===== src/rtl/fetch_align_pkg.sv =====
// fetch_align_pkg: shared widths and the RVC length test for the fetch front end
package fetch_align_pkg;
    localparam int ILEN = 32;
    localparam int HW = 16;
    typedef logic [HW-1:0] hw_t;
    function automatic logic is_rvc(input logic [1:0] lo);
        return lo != 2'b11;
    endfunction
endpackage


===== src/rtl/fetch_align_hw_queue.sv =====
// fetch_align_hw_queue: 3-entry halfword shift queue, push 0-2 and pop 0-2 per cycle, flush
module fetch_align_hw_queue
    import fetch_align_pkg::*;
(
    input  logic        clock,
    input  logic        reset,
    input  logic        flush_i,
    input  logic [1:0]  push_i,
    input  logic [31:0] din_i,
    input  logic [1:0]  pop_i,
    output logic [1:0]  count_o,
    output hw_t         hw0_o,
    output hw_t         hw1_o
);
    hw_t e_q [3];
    hw_t e_d [3];
    hw_t sh [3];
    logic [1:0] cnt_q, rem;

    // pop shifts survivors to the head, then pushes land right behind them
    always_comb begin
        rem = cnt_q - pop_i;
        sh[0] = pop_i == 2'd2 ? e_q[2] : pop_i == 2'd1 ? e_q[1] : e_q[0];
        sh[1] = pop_i == 2'd0 ? e_q[1] : pop_i == 2'd1 ? e_q[2] : '0;
        sh[2] = pop_i == 2'd0 ? e_q[2] : '0;
        for (int i = 0; i < 3; i++)
            e_d[i] = (push_i != 2'd0 && 2'(i) == rem) ? din_i[15:0]
                   : (push_i == 2'd2 && 2'(i) == rem + 2'd1) ? din_i[31:16] : sh[i];
    end

    always_ff @(posedge clock) begin
        if (!reset) begin
            cnt_q <= '0;
            e_q <= '{default: '0};
        end else begin
            cnt_q <= flush_i ? 2'd0 : rem + push_i;
            e_q <= e_d;
        end
    end

    assign count_o = cnt_q;
    assign hw0_o = e_q[0];
    assign hw1_o = e_q[1];
endmodule


===== src/rtl/fetch_align.sv =====
// fetch_align: word fetch over valid/ready, realigned into 16/32-bit instructions with PC
module fetch_align
    import fetch_align_pkg::*;
#(
    parameter int XLEN = 32,
    parameter logic [XLEN-1:0] RESET = '0
) (
    input  logic            clock,
    input  logic            reset,
    input  logic            redirect,
    input  logic [XLEN-1:0] redirect_pc,
    output logic            imem_req_valid,
    input  logic            imem_req_ready,
    output logic [XLEN-1:0] imem_req_addr,
    input  logic            imem_rsp_valid,
    input  logic [ILEN-1:0] imem_rsp_data,
    output logic            out_valid,
    input  logic            out_ready,
    output logic [ILEN-1:0] out_inst,
    output logic [XLEN-1:0] out_pc,
    output logic            out_rvc
);
    logic [XLEN-1:0] fetch_pc_q, fetch_pc_d, head_pc_q, head_pc_d;
    logic pending_q, pending_d, kill_q, kill_d, drop_lo_q, drop_lo_d;
    logic [1:0] count, push, pop, need;
    logic [2:0] proj;
    logic [ILEN-1:0] push_data;
    logic rsp_live, is32, fire, req_fire;
    hw_t hw0, hw1;

    fetch_align_hw_queue u_q (
        .clock   (clock),
        .reset   (reset),
        .flush_i (redirect),
        .push_i  (push),
        .din_i   (push_data),
        .pop_i   (pop),
        .count_o (count),
        .hw0_o   (hw0),
        .hw1_o   (hw1)
    );

    // a response landing in a redirect cycle is stale and never enters the queue
    always_comb begin
        rsp_live = imem_rsp_valid && !kill_q && !redirect;
        push = rsp_live ? (drop_lo_q ? 2'd1 : 2'd2) : 2'd0;
        push_data = drop_lo_q ? {16'h0, imem_rsp_data[31:16]} : imem_rsp_data;
        is32 = !is_rvc(hw0[1:0]);
        need = is32 ? 2'd2 : 2'd1;
        out_valid = !redirect && count >= need;
        fire = out_valid && out_ready;
        pop = fire ? need : 2'd0;
        proj = 3'(count) + 3'(push) - 3'(pop);
        imem_req_valid = reset && !redirect && (!pending_q || imem_rsp_valid) && proj <= 3'd1;
        req_fire = imem_req_valid && imem_req_ready;
        pending_d = req_fire || (pending_q && !imem_rsp_valid);
        kill_d = redirect ? pending_q && !imem_rsp_valid : kill_q && !imem_rsp_valid;
        drop_lo_d = redirect ? redirect_pc[1] : drop_lo_q && !rsp_live;
        fetch_pc_d = redirect ? redirect_pc & ~XLEN'(3) : req_fire ? fetch_pc_q + XLEN'(4) : fetch_pc_q;
        head_pc_d = redirect ? redirect_pc & ~XLEN'(1)
                  : fire ? head_pc_q + (is32 ? XLEN'(4) : XLEN'(2)) : head_pc_q;
    end

    always_ff @(posedge clock) begin
        if (!reset) begin
            fetch_pc_q <= RESET & ~XLEN'(3);
            head_pc_q <= RESET;
            pending_q <= 1'b0;
            kill_q <= 1'b0;
            drop_lo_q <= RESET[1];
        end else begin
            fetch_pc_q <= fetch_pc_d;
            head_pc_q <= head_pc_d;
            pending_q <= pending_d;
            kill_q <= kill_d;
            drop_lo_q <= drop_lo_d;
        end
    end

    assign imem_req_addr = fetch_pc_q;
    assign out_pc = head_pc_q;
    assign out_inst = is32 ? {hw1, hw0} : {16'h0, hw0};
    assign out_rvc = count != 2'd0 && !is32;
endmodule


===== config.mk =====
export PLATFORM = sky130hd
export DESIGN_NAME = fetch_align
export DESIGN_NICKNAME = d
export VERILOG_FILES = /design/src/rtl/fetch_align_pkg.sv /design/src/rtl/fetch_align_hw_queue.sv /design/src/rtl/fetch_align.sv
export SDC_FILE = /design/constraint.sdc
export NUM_CORES = 1
export LEC_CHECK = 0
export CAP_MARGIN = 15
export CORE_MARGIN = 2
export CORE_UTILIZATION = 30
export DETAILED_ROUTE_END_ITERATION = 6
export PLACE_DENSITY = 0.63
export SLEW_MARGIN = 20
export SYNTH_ARGS = -nofsm -noshare
export SYNTH_HDL_FRONTEND = slang
export SYNTH_HIERARCHICAL = 1
export SYNTH_SLANG_ARGS = --single-unit

===== constraint.sdc =====
create_clock -name clock -period 3.9 [get_ports clock]
set_input_delay 0.78 -clock clock [delete_from_list [all_inputs] [get_ports clock]]
set_output_delay 0.78 -clock clock [all_outputs]
set_load 0.05 [all_outputs]

; Word-level counts from Yosys, hierarchy flattened
; Index checks and enable logic that the tools add are counted.
[classes]
add_sub_neg = 7
magnitude_cmp = 2
n_eq_ne = 10
muxes = 24
n_bitwise = 1
n_reduce_logical = 34
[op_table]
columns = op, count
row1 = 2-to-1 mux 32 bit, 6
row2 = 2-to-1 mux 16 bit, 11
row3 = adder 32 x 3 -> 32 bit, 1
row4 = "adder 32 x 3 -> 32 bit, second input constant", 1
row5 = logical AND 1 bit, 18
row6 = 2-to-1 mux 2 bit, 4
row7 = nonzero test 2 bit, 4
row8 = logical NOT 2 bit, 3
row9 = "!= test 3 bit, second input constant", 2
row10 = logical NOT 1 bit, 5
row11 = "equality test 1 x 2 -> 1 bit, first input constant", 2
row12 = "equality test 2 bit, first input constant", 2
row13 = "equality test 2 bit, second input constant", 2
row14 = nonzero test 4 bit, 1
row15 = adder 2 x 2 -> 3 bit, 1
row16 = "<= comparator 3 x 1 -> 1 bit, second input constant", 1
row17 = 2-to-1 mux 3 bit, 1
row18 = subtractor 3 x 2 -> 3 bit, 1
row19 = "adder 2 x 1 -> 2 bit, second input constant", 1
row20 = adder 2 bit, 1
row21 = "equality test 2 x 1 -> 1 bit, second input constant", 1
row22 = greater-or-equal comparator 2 bit, 1
row23 = logical OR 1 bit, 2
row24 = 2-to-1 mux 1 bit, 2
row25 = 4 further kinds, 4
[totals]
reg_bits = 117
input_bits = 70
output_inout_bits = 99

; Depth between registers and ports, before layout
; Gate-level depths: netlist (run 1).
[logic_depth]
word_depth = 12
mapped_depth = 21
ltp_nobuf = 15

; Modules after synthesis
; Netlist (run 1), hierarchy kept.
[by_module_without_submodules]
columns = module, n_inst, cells_per_inst, area_each_um2, seq_area_each_um2
row1 = fetch_align, 1, 513, 4165.2, 1281.2
row2 = fetch_align_hw_queue, 1, 358, 3179.3, 1001.0

; Least setup slack after synthesis (run 1)
; No wires, ideal clock.
[synth_path]
path_kind = reg-to-output
start = reg u_q.e_q (netlist bit u_q/hw0_o[0])
end = out imem_req_valid
arrival_time_ns = 3.863
required_time_ns = 3.120
slack_ns = -0.743
path_stages_with_launch = 17
path_buffers = 4
path_cell_list = dfxtp_1 buf_4 and2_1 clkbuf_1 inv_1 ha_1 or3b_1 clkbuf_1 nand2_1 buf_2 nor3_1 ha_1 inv_1 ha_1 fa_1 nor3b_2 and3_1
[synth_between]
elab_chain_len = 9
[synth_rtl]
columns = item, line_no
row1 = from (decl), fetch_align_hw_queue.sv:15  ; hw_t e_q [3];
row2 = from (signal assigned), fetch_align_hw_queue.sv:34  ; e_q <= '{default: '0};
row3 = from (signal assigned), fetch_align_hw_queue.sv:37  ; e_q <= e_d;
row4 = != test 2 bit (*), fetch_align_pkg.sv:7  ; return lo != 2'b11;
row5 = 2-to-1 mux 2 bit (*), fetch_align.sv:49  ; need = is32 ? 2'd2 : 2'd1;
row6 = greater-or-equal comparator 2 bit, fetch_align.sv:50  ; out_valid = !redirect && count >= need;
row7 = logical AND 1 bit, fetch_align.sv:50
row8 = logical AND 1 bit, fetch_align.sv:51  ; fire = out_valid && out_ready;
row9 = 2-to-1 mux 2 bit (*), fetch_align.sv:52  ; pop = fire ? need : 2'd0;
row10 = named net pop[0], fetch_align.sv:25  ; logic [1:0] count, push, pop, need;
row11 = subtractor 3 x 2 -> 3 bit (*), fetch_align.sv:53  ; proj = 3'(count) + 3'(push) - 3'(pop);
row12 = <= comparator 3 x 1 -> 1 bit (*), fetch_align.sv:54  ; imem_req_valid = reset && !redirect && (!pending_q || imem_rsp_valid) && proj <= 3'd1;
row13 = logical AND 1 bit (*), fetch_align.sv:54
row14 = to (decl), fetch_align.sv:12  ; output logic imem_req_valid,
; Mark *: on every way through the listed nets, which the timed path passes. The rest lies on a longest branch.

; Worst setup path after layout (run 1)
[layout_path]
start = reg u_q.e_q (netlist bit u_q/hw0_o[1])
end = out imem_req_valid
[layout_between]
elab_chain_len = 9
[layout_rtl]
columns = item, line_no
row1 = != test 2 bit (*), fetch_align_pkg.sv:7
row2 = 2-to-1 mux 2 bit (*), fetch_align.sv:49
row3 = greater-or-equal comparator 2 bit, fetch_align.sv:50
row4 = logical AND 1 bit, fetch_align.sv:50
row5 = logical AND 1 bit, fetch_align.sv:51
row6 = 2-to-1 mux 2 bit (*), fetch_align.sv:52
row7 = subtractor 3 x 2 -> 3 bit (*), fetch_align.sv:53
row8 = <= comparator 3 x 1 -> 1 bit (*), fetch_align.sv:54
row9 = logical AND 1 bit (*), fetch_align.sv:54
; Mark *: on every way between the ends. The rest lies on a longest branch, timed or not.

==> results.txt, run 1 <==
# hold bufs at CTS: 0
GR Overflow Total: 0
Rows: 57
Worst slew margin: 42.42%
number of global-route vias before repair: 7075
critical path peak fanout: 4
maximum clock frequency: 0.2473 GHz
Routed Antenna Nets: 0
crit path from: u_q/hw0_o[1]
Mean Syn Cell Area: 8.432 um2
Reg2Reg Depth: 15
critical path class: reg -> out
Switching Share: 32.89%
fin area: 0.009871 mm2
CP Data Arrival Time: 3.26 ns
GR Util All Layers: 19.50%
H-tree levels: 4
initial antenna violation count: 1
Crit. End Element: primary output
fin worst setup slack: -0.1444 ns
Max clock buf depth: 2
Clock Power Share: 41.4%
total iterations of the first detailed-routing run: 7
predominant post-synthesis flop cell: dfxtp_1
Reg power frac: 36.2%
Tightest Pin Transition: 0.8637 ns
Internal Power: 0.002433 W
Worst-Skew Late Latency: 0.42 ns
clk sinks: 114
drt wl/cell: 19.11 um
Yosys reg bits: 114
peak supply drop: 271.3 uV
LEAKAGE: 3.446 nW
slowest CP cell: fa_1
largest net degree at the start of global routing: 79
min-delay src: u_q/hw0_o[3]
Max stage delay on crit path: 0.46 ns
top-level port count: 169
Die W: 160.5 um
layout cells sized above 1: 15.89%
Max Clock Skew: 0.01288 ns
Fin. Hold Viols: 0
Die Y: 160.5 um
Setup-failing EPs final: 1
min Tclk post-route: 4.044 ns
buffers and inverters on the worst path: 2
Worst-path clk slew: 0.06 ns
Data required, critical path: 3.12 ns
Hold WC Path Type: reg -> reg
Yosys cell types: 71
outcome: finished, violations left
CTS root buf: clkbuf_16
delay-heaviest family, CP: simple AND/OR/NAND/NOR gates
routed wire length: 25440 um
FFs w/ async S/R, synth: 0%
DIE AREA: 0.02575 mm2
first-pass GRT wire length: 39880 um
HPWL after detailed placement: 18170 um
CP Cell Sequence: and2_4, inv_6, ha_4, or3b_4, and2_4, nand3_2, fa_1, fa_1, nor3b_2, and3_4, buf_12
via/cell ratio: 5.493
drt first-iter violations: 744
area growth from synthesis to layout: 34.40%
EDFF count, synth: 0
Critical Path Stages: 11
Max Slew Vio Count: 0
unrepaired setup endpoints after global routing: yes
postcts setup bufs: 0
logic gate share of total power: 22.4%
Num CTS Buffers: 17
initial core utilization: 30.38%
port bufs: 164
Syn. warnings: 6
Sw Pwr: 0.001192 W
Ant. Diodes: 0
mapped cell area: 0.007345 mm2
RR Startpoint: u_q/hw0_o[1]
Critical Path Source Type: flip-flop
max-capacitance violation count: 0
TNS Setup: -0.1444 ns
RR Endpoint: imem_req_addr[5]
Pwr per Cell Area: 367.3 mW/mm2
Syn Inst Count: 871
# nets final: 1078
failing checks: DRC, setup timing
Seq/Total Area, Yosys: 31.07%
CTS tree: yes
Final Cycle Share: 103.7%
crit path capture: imem_req_valid
Worst Hold Slack: 0.4902 ns
number of fill cells: 2436
flop-to-flop setup slack: 0.26 ns
DP Area: 0.009295 mm2
DR DRC count: 1
RePlAce Congestion: 0.8625
core area: 0.02418 mm2
via count: 7311
==> worst min-delay path by stage <==
| stage | end | depth (start not counted) |
|---|---|---|
| detailed placement | u_q/hw0_o[7] | 1 |
| global route | u_q/hw0_o[9] | 1 |
| finish | u_q/hw0_o[3] | 1 |
| global placement | u_q/hw0_o[9] | 1 |
| CTS | u_q/hw0_o[7] | 1 |
| floorplan | u_q/hw0_o[10] | 1 |
==> registers in the layout (all words and copies together) (netlist names) <==
register,cells
u_q/hw0_o,16
u_q/hw1_o,16
u_q/count_o,2
kill_q,1
u_q/e_q,16
out_pc,31
imem_req_addr,30
pending_q,1
drop_lo_q,1
==> kinds of logic (layout without fill, tap and decap cells) <==
kind of cell | Yosys count | in the layout | synth area share (%)
AO/OA/AOI/OAI | 211 | 211 | 19.91
XOR/XNOR | 51 | 51 | 6.508
adder cells (fa/ha/maj) | 14 | 14 | 2.692
buffers and inverters | 125 | 259 | 9.029
flip-flops | 114 | 114 | 31.07
multiplexers | 36 | 36 | 5.452
other | 1 | 3 | 0.05106
AND/OR/NAND/NOR | 319 | 319 | 25.28
==> layout make-up <==
class                   count  area, um2  area share (%)
clock buffers              19      442.9           4.487
multi-input cells         634       4519           45.79
inverters                  21      83.83          0.8493
repair buffers            206       2022           20.48
clock inverters            13      112.6           1.141
flip-flops and latches    114       2285           23.15
well taps                 324      405.4           4.107
==> power by group through the flow <==
stage	Combinational, W	Sequential (W)	Clock [W]
after floorplan	0.000382	0.00147	0
after global placement	0.000795	0.00134	0
after detailed placement	0.000802	0.00134	0
after CTS	0.000809	0.00131	0.00151
after global routing	0.000855	0.00132	0.00157
final	0.000810	0.00131	0.00150
==> placed cells by master (no fill, tap or decap), types with 19 or more instances in the layout <==
cell | synthesis | final
clkdlybuf4s50_1 | 0 | 161
mux2_2 | 32 | 32
nor2_1 | 34 | 33
nor3_1 | 38 | 36
o21ai_0 | 30 | 30
and3_1 | 41 | 40
nand2_1 | 48 | 47
dfxtp_1 | 114 | 112
nand3_1 | 60 | 56
a21oi_1 | 71 | 71
buf_4 | 37 | 38
xnor2_1 | 33 | 33
nand4_1 | 20 | 20
inv_1 | 20 | 19
==> timing repair <==
item,4_1_cts,5_1_grt
resized for setup,4,1
pin swaps,4,2
endpoints found under the setup margin,1,1
cloned,0,0
==> through the flow <==
step	std cells	total power (W)	utilization [%]	setup WS (ns)
after floorplan	873	0.001847	-	-0.2048
after global placement	1299	0.002131	38.45	-0.1119
after detailed placement	1299	0.002138	38.45	-0.2142
after CTS	1331	0.003636	40.81	-0.1996
after global routing	1331	0.003749	40.83	-0.2283
final	1331	0.003625	40.83	-0.1444
==> Yosys cell counts, drive strengths merged, types with 3 or more instances <==
cell type / instances / area, um2
dfxtp: 114 / 2282
a21oi: 71 / 355.3
buf: 63 / 429.2
nand3: 60 / 300.3
nand2: 48 / 180.2
nor3: 42 / 242.7
and3: 41 / 256.5
clkbuf: 41 / 155.1
nor2: 36 / 145.1
o21ai: 35 / 186.4
xnor2: 33 / 289.0
mux2: 32 / 360.4
nand4: 24 / 183.9
inv: 20 / 75.07
a32oi: 18 / 157.7
nor2b: 18 / 112.6
o211ai: 18 / 135.1
a221o: 16 / 160.2
a221oi: 16 / 140.1
o221ai: 16 / 140.1
xor2: 16 / 140.1
nor4: 13 / 127.6
and4: 12 / 110.1
ha: 11 / 137.6
and2: 5 / 31.28
nand2b: 5 / 31.28
mux2i: 4 / 40.04
a211oi: 3 / 35.03
a31oi: 3 / 18.77
fa: 3 / 60.06
or2: 3 / 18.77
or3: 3 / 18.77
==> per-layer routing <==
layer / wire (um) / vias to the layer above / global-route usage (%)
met3: 1790 / 30 / 3.719
met2: 12260 / 329 / 32.80
met5: 0 / - / 0
met4: 451 / 0 / 5.692
li1: - / 3463 / -
met1: 10930 / 3489 / 25.42
(Power assumes the default switching activity.)
==> run 2, diff against run 1 <==
CTS_BUF_LIST = sky130_fd_sc_hd__clkbuf_16   (was not set)
==> run 2 against run 1 <==
The flow finishes with violations (setup timing). Global-route usage hardly changed. Register-to-register slack gained 0.02 ns. Utilization barely moved. Maximum frequency about the same. Setup slack better by 0.00077 ns. Critical path depth did not move. Sequential power hardly changed. Non-clock buffer count did not move. Sequential cell count unchanged. Count of clock-buffer cells in the layout fell by 2. Die area is the same.
==> results.txt, run 2 (synthesized netlist as in run 1, its figures left out) <==
Hold WC Path Type: reg -> reg
Layout Utilization: 40.79%
peak supply drop: 269.3 uV
Num CTS Buffers: 17
min Tclk post-route: 4.044 ns
first-pass GRT wire length: 39860 um
Reg power frac: 36.5%
commonest non-fill, non-tap cell in the layout: clkdlybuf4s50_1
crit path capture: imem_req_valid
top-level port count: 169
via/cell ratio: 5.428
largest net degree at the start of global routing: 79
crit path from: u_q/hw0_o[1]
layout cells sized above 1: 15.79%
area growth from synthesis to layout: 34.26%
Reg2Reg Depth: 15
Setup-failing EPs final: 1
maximum clock frequency: 0.2473 GHz
LEAKAGE: 3.445 nW
slowest CP cell: fa_1
Die W: 160.5 um
HPWL after detailed placement: 18170 um
max reg flops: 31
Pwr per Cell Area: 364.7 mW/mm2
# placed instances: 1299
postcts setup bufs: 0
Worst-path clk slew: 0.06 ns
buffers and inverters on the worst path: 2
outcome: finished, violations left
CP Cell Sequence: and2_4, inv_6, ha_4, or3b_4, and2_4, nand3_2, fa_1, fa_1, nor3b_2, and3_4, buf_12
Rows: 57
number of global-route vias before repair: 7074
RR Endpoint: imem_req_addr[5]
Die Y: 160.5 um
Critical Path Stages: 11
unrepaired setup endpoints after global routing: yes
logic gate share of total power: 22.5%
fin area: 0.009861 mm2
DIE AREA: 0.02575 mm2
delay-heaviest family, CP: simple AND/OR/NAND/NOR gates
CTS tree: yes
core area: 0.02418 mm2
Crit. End Element: primary output
critical path class: reg -> out
flop-to-flop setup slack: 0.28 ns
Final Cycle Share: 103.7%
H-tree levels: 4
fin worst setup slack: -0.1436 ns
routed wire length: 25310 um
total iterations of the first detailed-routing run: 6
initial antenna violation count: 1
RePlAce Congestion: 0.8625
# nets final: 1078
Worst Hold Slack: 0.4902 ns
max-capacitance violation count: 0
critical path peak fanout: 4
Max Clock Skew: 0.01412 ns
Routed Antenna Nets: 0
Internal Power: 0.002410 W
failing checks: setup timing
Switching Share: 32.96%
Ant. Diodes: 0
drt first-iter violations: 804
Critical Path Source Type: flip-flop
CTS root buf: clkbuf_16
most frequent cells in the layout: 161 x clkdlybuf4s50_1, 112 x dfxtp_1, 71 x a21oi_1, 56 x nand3_1, 47 x nand2_1
Sw Pwr: 0.001185 W
via count: 7225
port bufs: 164
Worst-Skew Late Latency: 0.42 ns
Clock Power Share: 41.0%
Max Slew Vio Count: 0
DP Area: 0.009295 mm2
Data required, critical path: 3.12 ns
Fin. Hold Viols: 0
Tightest Pin Transition: 0.8620 ns
clk sinks: 114
Max clock buf depth: 2
RR Startpoint: u_q/hw0_o[1]
DR DRC count: 0
GR Util All Layers: 19.49%
GR Overflow Total: 0
CP Data Arrival Time: 3.26 ns
drt wl/cell: 19.02 um
final non-filler cell total: 1331
initial core utilization: 30.38%
Max stage delay on crit path: 0.46 ns
Worst slew margin: 42.53%
-- run 2: changes by cell type in the layout (fill, tap and decap cells not counted), sizes merged --
cell,before,now
clkinv,8,9
clkbuf,19,17
inv,22,23
-- run 2: how the worst min path moves through the flow --
stage,from,slack [ns],to,cells past startpoint
6_report,u_q/hw0_o[3],0.49,u_q/hw0_o[3],1
3_5_place_dp,u_q/hw0_o[7],0.47,u_q/hw0_o[7],1
3_3_place_gp,u_q/hw0_o[9],0.48,u_q/hw0_o[9],1
4_1_cts,u_q/hw0_o[7],0.49,u_q/hw0_o[7],1
2_1_floorplan,u_q/hw0_o[10],0.46,u_q/hw0_o[10],1
5_1_grt,u_q/hw0_o[9],0.51,u_q/hw0_o[9],1
-- run 2: metrics by stage --
stage	power [W]	worst slack, ns	setup TNS (ns)
2_1_floorplan	0.001847	-0.2048	-1.161
3_3_place_gp	0.002131	-0.1119	-0.3846
3_5_place_dp	0.002138	-0.2142	-2.592
4_1_cts	0.003611	-0.1996	-0.1996
5_1_grt	0.003726	-0.2283	-0.2283
6_report	0.003596	-0.1436	-0.1436
-- run 2: worst register-to-register path, delay by kind of cell, from the launching register on --
family | cells | cell delay (ns)
DFF | 1 | 0.31
buffers and inverters | 3 | 0.39
and+or+nand+nor | 7 | 1.48
AOI/OAI and AO/OA | 1 | 0.08
xor gates and xnor gates | 1 | 0.14
adders and majority gates | 3 | 1.07
-- run 2: area by class of cell --
cell class                      instances  area (um2)
Fill cell                            2436       14320
Multi-Input combinational cell        634        4519
Sequential cell                       114        2285
Timing Repair Buffer                  206        2022
Clock buffer                           17       425.4
Tap cell                              324       405.4
Clock inverter                         15       120.1
Inverter                               21       83.83
-- run 2: timing repair --
action | 4_1_cts | 5_1_grt
hold buffers | 0 | 0
setup endpoints to repair | 1 | 1
pin swaps | 4 | 2
gates resized for setup | 4 | 1
cloned | 0 | 0
endpoints found under the hold margin | 0 | 0
-- run 2: per-layer routing --
| layer | vias to the layer above | routed length, um | global-route usage (%) |
|---|---|---|---|
| met1 | 3404 | 10860 | 25.43 |
| met5 | - | 0 | 0 |
| met4 | 0 | 452 | 5.692 |
| met3 | 28 | 1864 | 3.719 |
| met2 | 330 | 12140 | 32.78 |
| li1 | 3463 | - | - |
-- run 2: power groups by stage --
stage / registers [W] / clock network, W / logic [W]
2_1_floorplan: 0.00147 / 0 / 0.000382
3_3_place_gp: 0.00134 / 0 / 0.000795
3_5_place_dp: 0.00134 / 0 / 0.000802
4_1_cts: 0.00131 / 0.00149 / 0.000809
5_1_grt: 0.00132 / 0.00155 / 0.000855
6_report: 0.00131 / 0.00147 / 0.000810
==> run 3, diff against run 2 <==
PLACE_DENSITY = not set   (was 0.63)
==> run 3 against run 2 <==
The run still ends with setup timing left. Sequential share of layout area fell by 0.51 points. Maximum frequency is 0.66% lower. Setup slack got worse by 0.027 ns. Wire length grew 2.5%. Critical path depth unchanged. Total power rose by 7.3%. Hold slack improved by 0.0049 ns. Global-route usage increased by 0.31 points. Via count is 2.4% higher. Clock skew increased by 0.0032 ns. Die area unchanged. Largest power group unchanged.
==> results.txt, run 3 (synthesized netlist as in run 1, its figures left out) <==
initial core utilization: 30.38%
drt wl/cell: 19.33 um
fin area: 0.01008 mm2
area growth from synthesis to layout: 37.31%
CTS root buf: clkbuf_16
Pwr per Cell Area: 382.5 mW/mm2
Tightest Pin Transition: 0.7996 ns
via count: 7399
GR Util All Layers: 19.80%
core area: 0.02418 mm2
RePlAce Congestion: 0.8254
Sequential Area: 0.002285 mm2
# placed instances: 1302
Worst-path clk slew: 0.06 ns
Die Y: 160.5 um
max reg flops: 31
unrepaired setup endpoints after global routing: yes
DP Area: 0.009293 mm2
Rows: 57
HPWL after detailed placement: 17820 um
Die W: 160.5 um
first-pass GRT wire length: 40540 um
Crit. End Element: primary output
DIE AREA: 0.02575 mm2
most frequent cells in the layout: 161 x clkdlybuf4s50_1, 112 x dfxtp_1, 71 x a21oi_1, 56 x nand3_1, 48 x buf_4
initial antenna violation count: 1
fin worst setup slack: -0.1704 ns
max-capacitance violation count: 0
# nets final: 1088
multi-input logic area: 0.004572 mm2
min-delay src: u_q/hw0_o[12]
Worst slew margin: 46.64%
largest net degree at the start of global routing: 79
layout cells sized above 1: 17.01%
number of fill cells: 2437
via/cell ratio: 5.513
Fin. Hold Viols: 0
peak supply drop: 159.1 uV
failing checks: setup timing
DR DRC count: 0
Worst Hold Slack: 0.4951 ns
drt first-iter violations: 728
Num CTS Buffers: 17
clk sinks: 114
slowest CP cell: fa_1
Hold WC Path Type: reg -> reg
number of global-route vias before repair: 7131
Critical Path Source Type: flip-flop
outcome: finished, violations left
routed wire length: 25940 um
CP Cell Sequence: and2_4, inv_6, ha_4, or3b_4, and2_4, nand3_4, fa_1, fa_1, nor3b_2, and3_4, buf_12
H-tree levels: 4
pre-CTS WS: -0.2272 ns
total iterations of the first detailed-routing run: 5
port bufs: 164
min Tclk post-route: 4.070 ns
Data required, critical path: 3.12 ns
Max clock buf depth: 2
Worst-Skew Late Latency: 0.43 ns
Max Clock Skew: 0.01727 ns
critical path class: reg -> out
GR Overflow Total: 0
Routed Antenna Nets: 0
Final Cycle Share: 104.4%
final non-filler cell total: 1342
Max Slew Vio Count: 0
CP Data Arrival Time: 3.29 ns
CTS tree: yes
crit path from: u_q/hw0_o[1]
critical path peak fanout: 3
LEAKAGE: 3.557 nW
commonest non-fill, non-tap cell in the layout: clkdlybuf4s50_1
delay-heaviest family, CP: simple AND/OR/NAND/NOR gates
Setup-failing EPs final: 1
# hold bufs at CTS: 0
top-level port count: 169
buffers and inverters on the worst path: 2
RR Startpoint: u_q/hw0_o[1]
maximum clock frequency: 0.2457 GHz
Max stage delay on crit path: 0.47 ns
[run 3: routing by layer]
metal | part of all wire, % | vias to the layer above | global-route usage (%)
met5 | 0 | - | 0
met1 | 42 | 3473 | 26.08
met2 | 47 | 381 | 31.25
met4 | 3.1 | 0 | 9.828
li1 | - | 3489 | -
met3 | 7.7 | 56 | 3.538
[run 3: final timing paths]
kind / slack [ns] / cells after the start / end
setup / recovery: -0.17 / 11 / imem_req_valid
hold reg to reg: 0.50 / 1 / u_q/hw0_o[12]
setup reg to reg: 0.11 / 16 / imem_req_addr[5]
hold / removal: 0.50 / 1 / u_q/hw0_o[12]
[run 3: area by class of cell]
| type | count | area share, % |
|---|---|---|
| Inverter | 21 | 0.8313 |
| Multi-Input combinational cell | 634 | 45.33 |
| Tap cell | 324 | 4.020 |
| Clock inverter | 15 | 2.022 |
| Clock buffer | 17 | 4.218 |
| Antenna cell | 1 | 0.02481 |
| Timing Repair Buffer | 216 | 20.89 |
| Sequential cell | 114 | 22.66 |
[run 3: repair_timing]
item	CTS	global route
setup endpoints to repair	1	7
pin swaps	8	10
setup buffers	2	4
cloned	0	2
gates resized for setup	6	6
[run 3: per-stage QoR]
step           power (W)  utilization [%]  setup TNS (ns)
2_1_floorplan   0.001847                -          -1.161
3_3_place_gp    0.002141            38.44          -1.596
3_5_place_dp    0.002145            38.44          -3.379
4_1_cts         0.003864            41.22         -0.2293
5_1_grt         0.003988            41.70         -0.2952
6_report        0.003857            41.71         -0.1704
[run 3: where the power goes]
part	internal (W)	switching (W)
Clock	0.00108	0.000638
Combinational	0.000320	0.000510
Sequential	0.00123	0.0000799
Total	0.00263	0.00123
